===== src/rtl/gray_seq_ctrl_pkg.sv =====
// Shared types and helpers for the Gray-code sequencer: command opcodes, FSM states
// and the binary-to-Gray conversion used by the step core.
package gray_ctrl_pkg;

    typedef enum logic [1:0] {
        OP_STOP  = 2'b00,
        OP_RUN   = 2'b01,
        OP_BURST = 2'b10,
        OP_LOAD  = 2'b11
    } op_e;

    typedef enum logic [1:0] {
        S_IDLE  = 2'd0,
        S_RUN   = 2'd1,
        S_BURST = 2'd2
    } state_e;

    localparam int GRAY_MAX_W = 32;

    // Operates on a 32-bit container; callers zero-extend and keep the low bits.
    function automatic logic [GRAY_MAX_W-1:0] bin2gray(input logic [GRAY_MAX_W-1:0] b);
        return b ^ (b >> 1);
    endfunction

endpackage


===== src/rtl/gray_seq_ctrl_if.sv =====
// Command port of the Gray-code sequencer, grouped so host and sequencer share one bundle.
// Handshake: a command transfers on a rising clk edge where cmd_valid && cmd_ready; the host
// holds cmd_valid and all cmd_* fields stable until that edge, and cmd_ready never depends on cmd_valid.
interface gray_seq_ctrl_if #(
    parameter int WIDTH = 4,
    parameter int LEN_W = 8
);
    logic             cmd_valid;
    logic             cmd_ready;
    logic [1:0]       cmd_op;
    logic             cmd_dir;
    logic [LEN_W-1:0] cmd_len;
    logic [WIDTH-1:0] cmd_load;

    modport master (
        output cmd_valid, cmd_op, cmd_dir, cmd_len, cmd_load,
        input  cmd_ready
    );

    modport slave (
        input  cmd_valid, cmd_op, cmd_dir, cmd_len, cmd_load,
        output cmd_ready
    );
endinterface


===== src/rtl/gray_seq_ctrl_step_core.sv =====
// Binary counter with a registered Gray shadow; load has priority over step, and wrap is
// a pulse registered together with the step that crosses max<->0.
module gray_step_core
    import gray_ctrl_pkg::*;
#(
    parameter int WIDTH = 4
) (
    input  logic             clk,
    input  logic             reset,
    input  logic             step,
    input  logic             dir,
    input  logic             load,
    input  logic [WIDTH-1:0] load_val,
    output logic [WIDTH-1:0] bin,
    output logic [WIDTH-1:0] gray,
    output logic             wrap
);

    logic [WIDTH-1:0]      bin_nxt;
    logic [WIDTH-1:0]      bin_sel;
    logic                  wrap_nxt;
    logic [GRAY_MAX_W-1:0] gray_full;
    logic                  unused_gray_hi;

    always_comb begin
        bin_nxt  = dir ? (bin + WIDTH'(1)) : (bin - WIDTH'(1));
        wrap_nxt = dir ? (&bin) : (~|bin);
        bin_sel  = load ? load_val : bin_nxt;
    end

    // Gray is computed from the value being written so it can never lag bin.
    assign gray_full      = bin2gray(GRAY_MAX_W'(bin_sel));
    assign unused_gray_hi = ^gray_full[GRAY_MAX_W-1:WIDTH];

    always_ff @(posedge clk or negedge reset) begin
        if (!reset) begin
            bin  <= '0;
            gray <= '0;
            wrap <= 1'b0;
        end else if (load) begin
            bin  <= bin_sel;
            gray <= gray_full[WIDTH-1:0];
            wrap <= 1'b0;
        end else if (step) begin
            bin  <= bin_sel;
            gray <= gray_full[WIDTH-1:0];
            wrap <= wrap_nxt;
        end else begin
            wrap <= 1'b0;
        end
    end

endmodule


===== src/rtl/gray_seq_ctrl.sv =====
// Command-driven Gray-code sequencer: FSM, burst length counter, handshake and pulse outputs
// around a gray_step_core that owns the count.
module gray_seq_ctrl
    import gray_ctrl_pkg::*;
#(
    parameter int WIDTH = 4,
    parameter int LEN_W = 8
) (
    input  logic              clk,
    input  logic              reset,
    gray_seq_ctrl_if.slave    cmd,
    input  logic              hold,
    output logic [WIDTH-1:0]  bin_out,
    output logic [WIDTH-1:0]  gray_out,
    output logic              busy,
    output logic              done,
    output logic              wrap,
    output logic              cmd_err,
    output logic [1:0]        fsm_state
);

    localparam logic [1:0] ST_IDLE  = S_IDLE;
    localparam logic [1:0] ST_RUN   = S_RUN;
    localparam logic [1:0] ST_BURST = S_BURST;

    logic [1:0]       state_q, state_d;
    logic             dir_q, dir_d;
    logic [LEN_W-1:0] len_q, len_d;
    logic             done_d, err_d;
    logic             step, load, accept;
    op_e              op;

    assign cmd.cmd_ready = (state_q != ST_BURST);
    assign accept        = cmd.cmd_valid && cmd.cmd_ready;
    assign op            = op_e'(cmd.cmd_op);

    always_comb begin
        state_d = state_q;
        dir_d   = dir_q;
        len_d   = len_q;
        step    = 1'b0;
        load    = 1'b0;
        done_d  = 1'b0;
        err_d   = 1'b0;
        case (state_q)
            ST_IDLE: begin
                if (accept) begin
                    case (op)
                        OP_LOAD: load = 1'b1;
                        OP_RUN: begin
                            dir_d   = cmd.cmd_dir;
                            state_d = ST_RUN;
                        end
                        OP_BURST: begin
                            if (cmd.cmd_len != '0) begin
                                dir_d   = cmd.cmd_dir;
                                len_d   = cmd.cmd_len;
                                state_d = ST_BURST;
                            end else begin
                                done_d = 1'b1;
                            end
                        end
                        default: ;
                    endcase
                end
            end
            ST_RUN: begin
                // STOP wins over hold and suppresses the step on its own accept edge.
                if (accept && op == OP_STOP) begin
                    state_d = ST_IDLE;
                end else begin
                    step  = !hold;
                    err_d = accept;
                end
            end
            ST_BURST: begin
                if (!hold) begin
                    step  = 1'b1;
                    len_d = len_q - LEN_W'(1);
                    if (len_q == LEN_W'(1)) begin
                        state_d = ST_IDLE;
                        done_d  = 1'b1;
                    end
                end
            end
            default: state_d = ST_IDLE;
        endcase
    end

    always_ff @(posedge clk or negedge reset) begin
        if (!reset) begin
            state_q <= ST_IDLE;
            dir_q   <= 1'b0;
            len_q   <= '0;
            done    <= 1'b0;
            cmd_err <= 1'b0;
        end else begin
            state_q <= state_d;
            dir_q   <= dir_d;
            len_q   <= len_d;
            done    <= done_d;
            cmd_err <= err_d;
        end
    end

    assign busy      = (state_q == ST_RUN) || (state_q == ST_BURST);
    assign fsm_state = state_q;

    gray_step_core #(
        .WIDTH(WIDTH)
    ) u_core (
        .clk      (clk),
        .reset    (reset),
        .step     (step),
        .dir      (dir_q),
        .load     (load),
        .load_val (cmd.cmd_load),
        .bin      (bin_out),
        .gray     (gray_out),
        .wrap     (wrap)
    );

endmodule

===== src/flat_wrapper.sv =====
// flat-port wrapper written by rule: the top's interface ports become plain ports
module gray_seq_ctrl_flat import gray_ctrl_pkg::*;
#(
    parameter int WIDTH = 4,
    parameter int LEN_W = 8
)
  (clk, reset, hold, bin_out, gray_out, busy, done, wrap, cmd_err, fsm_state, cmd_cmd_valid, cmd_cmd_op, cmd_cmd_dir, cmd_cmd_len, cmd_cmd_load, cmd_cmd_ready);
  gray_seq_ctrl_if #(.WIDTH(WIDTH), .LEN_W(LEN_W)) cmd_i ();
  input  logic clk;
  input  logic reset;
  input  logic hold;
  output logic [WIDTH-1:0] bin_out;
  output logic [WIDTH-1:0] gray_out;
  output logic busy;
  output logic done;
  output logic wrap;
  output logic cmd_err;
  output logic [1:0] fsm_state;
  input wire logic [$bits(cmd_i.cmd_valid)-1:0] cmd_cmd_valid;
  input wire logic [$bits(cmd_i.cmd_op)-1:0] cmd_cmd_op;
  input wire logic [$bits(cmd_i.cmd_dir)-1:0] cmd_cmd_dir;
  input wire logic [$bits(cmd_i.cmd_len)-1:0] cmd_cmd_len;
  input wire logic [$bits(cmd_i.cmd_load)-1:0] cmd_cmd_load;
  output wire logic [$bits(cmd_i.cmd_ready)-1:0] cmd_cmd_ready;
  assign cmd_i.cmd_valid = cmd_cmd_valid;
  assign cmd_i.cmd_op = cmd_cmd_op;
  assign cmd_i.cmd_dir = cmd_cmd_dir;
  assign cmd_i.cmd_len = cmd_cmd_len;
  assign cmd_i.cmd_load = cmd_cmd_load;
  assign cmd_cmd_ready = cmd_i.cmd_ready;
  gray_seq_ctrl #(.WIDTH(WIDTH), .LEN_W(LEN_W)) u_core (.clk(clk), .reset(reset), .cmd(cmd_i), .hold(hold), .bin_out(bin_out), .gray_out(gray_out), .busy(busy), .done(done), .wrap(wrap), .cmd_err(cmd_err), .fsm_state(fsm_state));
endmodule

===== config.mk =====
export PLATFORM = sky130hd
export DESIGN_NAME = gray_seq_ctrl_flat
export DESIGN_NICKNAME = d
export VERILOG_FILES = /design/src/rtl/gray_seq_ctrl_pkg.sv /design/src/rtl/gray_seq_ctrl_if.sv /design/src/rtl/gray_seq_ctrl_step_core.sv /design/src/rtl/gray_seq_ctrl.sv /design/src/flat_wrapper.sv
export SDC_FILE = /design/constraint.sdc
export NUM_CORES = 1
export LEC_CHECK = 0
export CAP_MARGIN = 20
export CORE_MARGIN = 2
export CORE_UTILIZATION = 44
export DETAILED_ROUTE_END_ITERATION = 8
export DONT_BUFFER_PORTS = 1
export PLACE_DENSITY_LB_ADDON = 0.25
export REMOVE_ABC_BUFFERS = 1
export SLEW_MARGIN = 20
export SYNTH_ARGS = -nofsm -noshare
export SYNTH_HDL_FRONTEND = slang
export SYNTH_HIERARCHICAL = 1
export SYNTH_SLANG_ARGS = --single-unit

===== constraint.sdc =====
create_clock -name clk -period 2.4 [get_ports clk]
set_input_delay 0.72 -clock clk [delete_from_list [all_inputs] [get_ports clk]]
set_output_delay 0.72 -clock clk [all_outputs]
set_load 0.01 [all_outputs]

==> impl.org <==
** Place
- After legalization and detailed placement, the total HPWL measured 3.02 mm.
- At the end of routability-driven placement, the weighted congestion stood at 0.949.
- In this run the cell area measured after placement is 1660 µm².
- Dpl cells :: 227
- Buffers placed on the I/O ports in this run total 0.

** Floorplan
- Chip height :: 64.8 µm
- Initial cell density of the core :: 45.0%
- Area of the core :: 3610 µm²
- 34 I/O pins were placed.
- Horiz. Die Dim :: 64.8 µm
- Full die area :: 4190 µm²
- After floorplanning, the core was divided into 22 placement rows.

** Global routing
- Global-route total usage across every layer :: 20.6%
- The first global-routing pass estimated 6.78 mm of wire.
- Pin count of the biggest net entering global routing :: 22
- Vias in the first global route :: 1400
- Antenna violations before repair :: 0
- GRT overflow :: 0

** Cells and area
- In the final design database the tool counted 211 nets.
- Design Area, Final :: 1710 µm²
- The post-route netlist has 9.84% of its cells at a drive strength greater than 1.
- Cell Count, Final, Fillers Out :: 231
- # fillers :: 360
- The number of antenna diodes in the final layout is 0.
- Compared with the post-synthesis result, the final layout area differs by 5.08%.

** Worst setup path
- Highest net fanout along the worst path :: 12
- CP Buf/Inv Count :: 3
- STA classifies the critical path endpoint as an output pin.
- Walking the worst path, the cells encountered are inv_1 > ha_1 > buf_4 > inv_1.
- For flop-to-flop paths, the worst setup slack is 240 ps.
- In this design, the largest share of critical-path delay is due to buffers and inverters.
- The critical path is of the flip-flop to output pin type.
- Cell occurring most often along the worst timing path :: sky130_fd_sc_hd__inv_1
- Arrival time worst endpoint :: 1470 ps
- STA classifies the critical path startpoint as a flip-flop.
- Critical Path Max Stage Delay :: 460 ps
- STA puts the critical path data required time at 1680 ps.
- The slowest stage of the critical path belongs to the cell sky130_fd_sc_hd__dfrtp_1.

** Logic synthesis
- Ys Warns :: 6
- The synthesized design devotes to its leading area cell type 32.4% of total area.
- The synthesized design spends more area on one cell type than any other, namely sky130_fd_sc_hd__dfrtp_1.
- In this run, distinct cell masters in the synthesized netlist total 54.
- After synthesis, the mean cell area works out to 8.92 µm².
- After synthesis the netlist holds a flip-flop and latch count of 21.
- Leading cell types by total area after synthesis :: sky130_fd_sc_hd__dfrtp_1, sky130_fd_sc_hd__ha_1, sky130_fd_sc_hd__nor3_1
- In the synthesized netlist the async set-or-reset flop fraction comes to 100%.
- Sequential-to-total area share from yosys stat :: 32.4%
- Most numerous cell in the Yosys netlist :: sky130_fd_sc_hd__dfrtp_1
- Most used DFF post-synth :: sky130_fd_sc_hd__dfrtp_1
- Top cells by instance count after synthesis :: sky130_fd_sc_hd__dfrtp_1, sky130_fd_sc_hd__nor3_1, sky130_fd_sc_hd__inv_1, sky130_fd_sc_hd__nand2_1, sky130_fd_sc_hd__a21oi_1
- In the synthesized netlist, the number of instances is 182.
- The synthesized netlist occupies a cell area of 1620 µm².
- Yosys mapped a number of flops with a built-in enable equal to 0.

** Power and ir drop
- P per Cell Area :: 1360 nW/µm²
- IR analysis of the VDD net gives a maximum drop of 0.559 mV.
- The analysis attributes to cell leakage a power of 0.713 nW.
- Total power :: 2.32 mW

** Clocking
- In this run the number of H-tree levels came out at 1.
- Buffers inserted during clock tree synthesis total 3.
- After clock tree synthesis, the setup repair step added 0 buffers.
- After clock tree synthesis, the clock-pin slew on the worst setup and hold paths is 90 ps.
- Clock sink count :: 21
- The longest clock path from root to sink contains 2 buffers.
- The later pin in the worst-skew pair is clocked with a latency of 270 ps.
- CTS tree :: built
- After clock tree synthesis, the flow added hold-fix buffers numbering 0.
- Clk Tree Root Cell :: sky130_fd_sc_hd__clkbuf_8
- CTS resizes :: 0

** Timing
- For the finished layout, the period the worst path requires is 2190 ps.
- At the pin with the least slew margin, the transition time is 791 ps.
- Final clock period utilization by the worst path :: 91.3%
- For this run, the top clock speed supported by timing is 456 MHz.
- The count of endpoints failing hold in the final timing report is 0.
- Setup repair after global routing left no endpoint under its margin.
- The worst pin sits at a relative slew slack of 46.5%.
- Setup TNS Final :: 0 ps
- Setup violations remaining at the end of the flow were counted as 0.
- The max-slew violation count is 0.
- Final clock skew :: 10.5 ps

** Route
- The first routing iteration left 83 violations.
- Number of routed nets with antenna violations :: 0
- Wires add up to 4.04 mm.
- After detailed routing, the number of remaining DRC violations is 0.
- Via total after detailed routing :: 1395
- Number of iterations in the first detailed-routing pass :: 4
- Average routed wire per standard cell :: 17.5 µm
- Using the TritonRoute via totals, the vias-per-cell ratio works out to 6.04.

** Outcome
- Outcome :: completed

** Run
- Number of max-cap violations :: 0

** Worst hold path
- In this run the worst hold path is classified as input port to async pin.
-- cells in the final DEF (no fill, tap or decap), drive strengths merged, types with 2 or more instances in the layout --
| cell | Yosys | final |
|---|---|---|
| dfrtp | 21 | 21 |
| nor3 | 14 | 14 |
| inv | 13 | 13 |
| nand2 | 13 | 13 |
| a21oi | 11 | 11 |
| nor2 | 10 | 10 |
| nand3 | 7 | 7 |
| o21ai | 7 | 7 |
| ha | 7 | 7 |
| xnor2 | 7 | 7 |
| buf | 7 | 6 |
| o32ai | 5 | 5 |
| nor2b | 5 | 5 |
| nor4b | 4 | 4 |
| clkbuf | 2 | 4 |
| or4 | 4 | 4 |
| nor3b | 3 | 3 |
| o2111a | 3 | 3 |
| nor4 | 3 | 3 |
| a211oi | 3 | 3 |
| o221ai | 2 | 2 |
| mux2i | 2 | 2 |
| a22oi | 2 | 2 |
| and3 | 2 | 2 |
| o211ai | 2 | 2 |
-- report_power, final --
group          total, mW  leakage (nW)  switching [mW]  internal (mW)
clock network      0.244        0.0228           0.125          0.119
registers          0.720         0.260           0.215          0.505
logic               1.35         0.430           0.739          0.614
-- cell families after synthesis --
kind of cell	after synthesis	synth area share [%]
xor+xnor	9	5.70
simple gates	75	26.7
buf+inv	22	7.16
flops	21	32.4
fa+ha+maj	8	6.63
compound gates	45	20.3
mux	2	1.23
-- layer usage --
metal	GRT usage [%]	routed length [µm]	up-vias	share of wire, %
met2	35.1	1880	46	47
met5	0	0	-	0
met4	3.99	28	0	0.69
li1	-	-	680	-
met3	4.51	269	5	6.7
met1	27.0	1860	664	46
-- final cells by class --
cell class / instances / area (µm²) / share of cell area (%)
well taps: 48 / 60.1 / 3.52
multi-input cells: 139 / 982 / 57.6
inverters: 13 / 48.8 / 2.86
repair buffers: 6 / 45.0 / 2.64
flip-flops and latches: 21 / 526 / 30.8
clock buffers: 4 / 45.0 / 2.64
-- final timing paths --
path                                                 startpoint                          end  cells after the start
min in group clk                                  cmd_cmd_op[1]     u_core/dir_q$_DFFE_PN0P_                      1
worst min-delay path                                      reset     u_core/cmd_err$_DFF_PN0_                      0
worst max register to register  u_core/fsm_state[0]$_DFFE_PN0P_  u_core/len_q[7]$_DFFE_PN0P_                      6
max in group asynchronous                                 reset  u_core/len_q[0]$_DFFE_PN0P_                      0
worst min register to register      u_core/len_q[1]$_DFFE_PN0P_  u_core/len_q[1]$_DFFE_PN0P_                      2
worst max-delay path            u_core/fsm_state[0]$_DFFE_PN0P_                cmd_cmd_ready                      4
-- flip-flops by register name, summed over array words and instances, names as in the netlist --
name / count
u_core/cmd_err: 1
u_core/dir_q: 1
u_core/done: 1
u_core/fsm_state: 2
u_core/len_q: 8
u_core/u_core/bin: 4
u_core/u_core/gray: 3
u_core/u_core/wrap: 1
-- per-stage QoR --
stage / hold slack (ps) / util (%) / setup slack [ps]
2_1_floorplan: 424 / - / 18.7
6_report: 134 / 47.3 / 209
3_3_place_gp: 425 / 46.1 / 206
5_1_grt: 120 / 47.3 / 113
4_1_cts: 133 / 47.3 / 221
3_5_place_dp: 425 / 46.1 / 125
Power figures use the tool's default switching activity.
==> patch (same flow settings) <==
Make the reset (`reset`) synchronous in 2 clocked blocks.
--- a/src/rtl/gray_seq_ctrl_step_core.sv
+++ b/src/rtl/gray_seq_ctrl_step_core.sv
@@ -34,3 +34,3 @@
 
-    always_ff @(posedge clk or negedge reset) begin
+    always_ff @(posedge clk) begin
         if (!reset) begin
--- a/src/rtl/gray_seq_ctrl.sv
+++ b/src/rtl/gray_seq_ctrl.sv
@@ -89,3 +89,3 @@
 
-    always_ff @(posedge clk or negedge reset) begin
+    always_ff @(posedge clk) begin
         if (!reset) begin
Function: differs if reset is asserted again (counterexample within 4 cycles, from zero or initial values and one cycle with reset low); with reset held inactive, the same outputs for 10 cycles.
==> patch against the original RTL <==
- clock skew is 0.00061 ns lower
- cell count fell by 1.7%
- area after synthesis down 2.6%
- worst setup slack got worse by 0.097 ns
- routed wire length shrank 11%
- first-iteration DRC count is 1.2% higher
- sequential cell count unchanged
- sequential power decreased by 29%
- total power down 35%
- clock power down 29%
- critical path depth is 1 higher
- design area is 3.4% lower
- synthesized cell count shrank 1.6%
- critical endpoint unchanged
- largest power group unchanged
==> patch: results <==
status:
  outcome: "finished clean"
global_route:
  grt_max_degree: 25
  grt_pass1_vias: 1358
  grt_pass1_wl_um: 6130
  gr-total-overflow: 0
  track_usage: 0.183
  antenna_found_initial: 0
synthesis:
  yosys.area_share.xor_xnor: 0.0419
  muxShareOfSynthArea: 0.0127
  synthArstFlopShare: 0
  synth_cell_types: 62
  ys_seq_area_frac: 0.266
  synth_compound_area_frac: 0.277
  ys_top_cells_by_count: "dfxtp_1 (21), nand2_1 (15), inv_1 (14), a21oi_1 (11), o21ai_0 (8)"
  yosys_warnings: 6
  synthAdderAreaFrac: 0.0680
  synthTopCellsByArea: "dfxtp_1 (27%), ha_1 (5.5%), nand2_1 (3.6%)"
pwr:
  p_sw_frac: 0.420
  power.density_nw_per_um2: 920
  p_seq_frac: 0.336
  power.leakage_nw: 0.654
  vdd_drop_max_v: 0.000458
  comb_power_mw: 0.833
clock_tree:
  clock_path_buffers: 2
  cts.htree.levels: 1
  insertion_delay_ns: 0.30
  clock-root-buffer: "clkbuf_4"
  cts_setup_buffers: 0
  clkSlewWorstSetupHoldPaths_ns: 0.13
  cts_inserted_buffers: 3
  cts_resized: 0
worst_setup_path:
  arrival_ns: 1.57
  r2r-end: "u_core/u_core/gray[1]"
  reg2reg_slack_ns: 0.26
  r2r.worst_path.cells: 8
  worstReg2RegStart: "u_core/fsm_state[1]"
  crit_fanout: 13
placement:
  place_ws_ns: 0.218
  placed_area_um2: 1620
  place.port_buffers: 0
  post-dp-hpwl_um: 2770
  gp_congestion: 0.924
timing:
  drv_slew: 0
  worst_pin_slew_ns: 0.607
  fin_skew_ns: 0.00986
hold_path:
  min-delay-start: "cmd_cmd_op[1]"
  hold_depth: 1
  hold_end: "u_core/dir_q"
  hold_class: "primary input to flop"
final_layout:
  fin_nets: 209
  reg.largest.list: "u_core/len_q x8, u_core/u_core/bin x4, u_core/u_core/gray x3"
  antennaDiodeCount: 0
  drive_above_1_share: 0.133
drt:
  drt_iter0_markers: 84
  drtPass1Iterations: 4
  postRouteAntennaNets: 0
  vias: 1392
  wl_per_cell_um: 15.9
patch: final cells by class:
class	instances	area [µm²]
inverter	15	70.1
sequential	21	420
timing repair buffer	8	60.1
fill	317	1740
clock buffer	3	22.5
multi-input combinational	133	1010
clock inverter	1	5.00
tap	46	57.6
patch: per-stage QoR:
step           std cells  hold slack (ns)
2_1_floorplan        169            0.484
3_3_place_gp         223            0.517
3_5_place_dp         223            0.518
4_1_cts              227            0.488
5_1_grt              227            0.461
6_report             227            0.494
patch: cell families (layout without fill, tap and decap cells):
logic type      after synthesis  in the layout
compound gates               57             57
xor+xnor                      6              6
fa+ha+maj                     8              8
buf+inv                      25             27
flops                        21             21
mux                           2              2
simple gates                 60             60
patch: worst max-delay path, cell delays in order (launching register included):
cell and delay, ns:
dfxtp_1 0.36, inv_1 0.07, ha_1 0.20, buf_4 0.19
inv_1 0.24, buf_4 0.21
patch: worst max-delay path by stage:
stage | from | to | depth (start not counted) | slack (ns)
floorplan | cmd_cmd_op[1] | u_core/u_core/bin[3] | 8 | 0.17
global placement | cmd_cmd_len[2] | u_core/len_q[4] | 4 | 0.27
detailed placement | cmd_cmd_len[2] | u_core/len_q[6] | 4 | 0.22
CTS | u_core/fsm_state[0] | cmd_cmd_ready | 5 | 0.12
global route | u_core/fsm_state[0] | cmd_cmd_ready | 5 | 0.02
finish | u_core/fsm_state[0] | cmd_cmd_ready | 5 | 0.11
patch: layer usage:
| metal | global-route usage | vias up | wire length, µm |
|---|---|---|---|
| met2 | 0.288 | 44 | 1660 |
| met1 | 0.242 | 667 | 1670 |
| met5 | 0 | - | 0 |
| met4 | 0.0516 | 0 | 24 |
| li1 | - | 677 | - |
| met3 | 0.0528 | 4 | 257 |
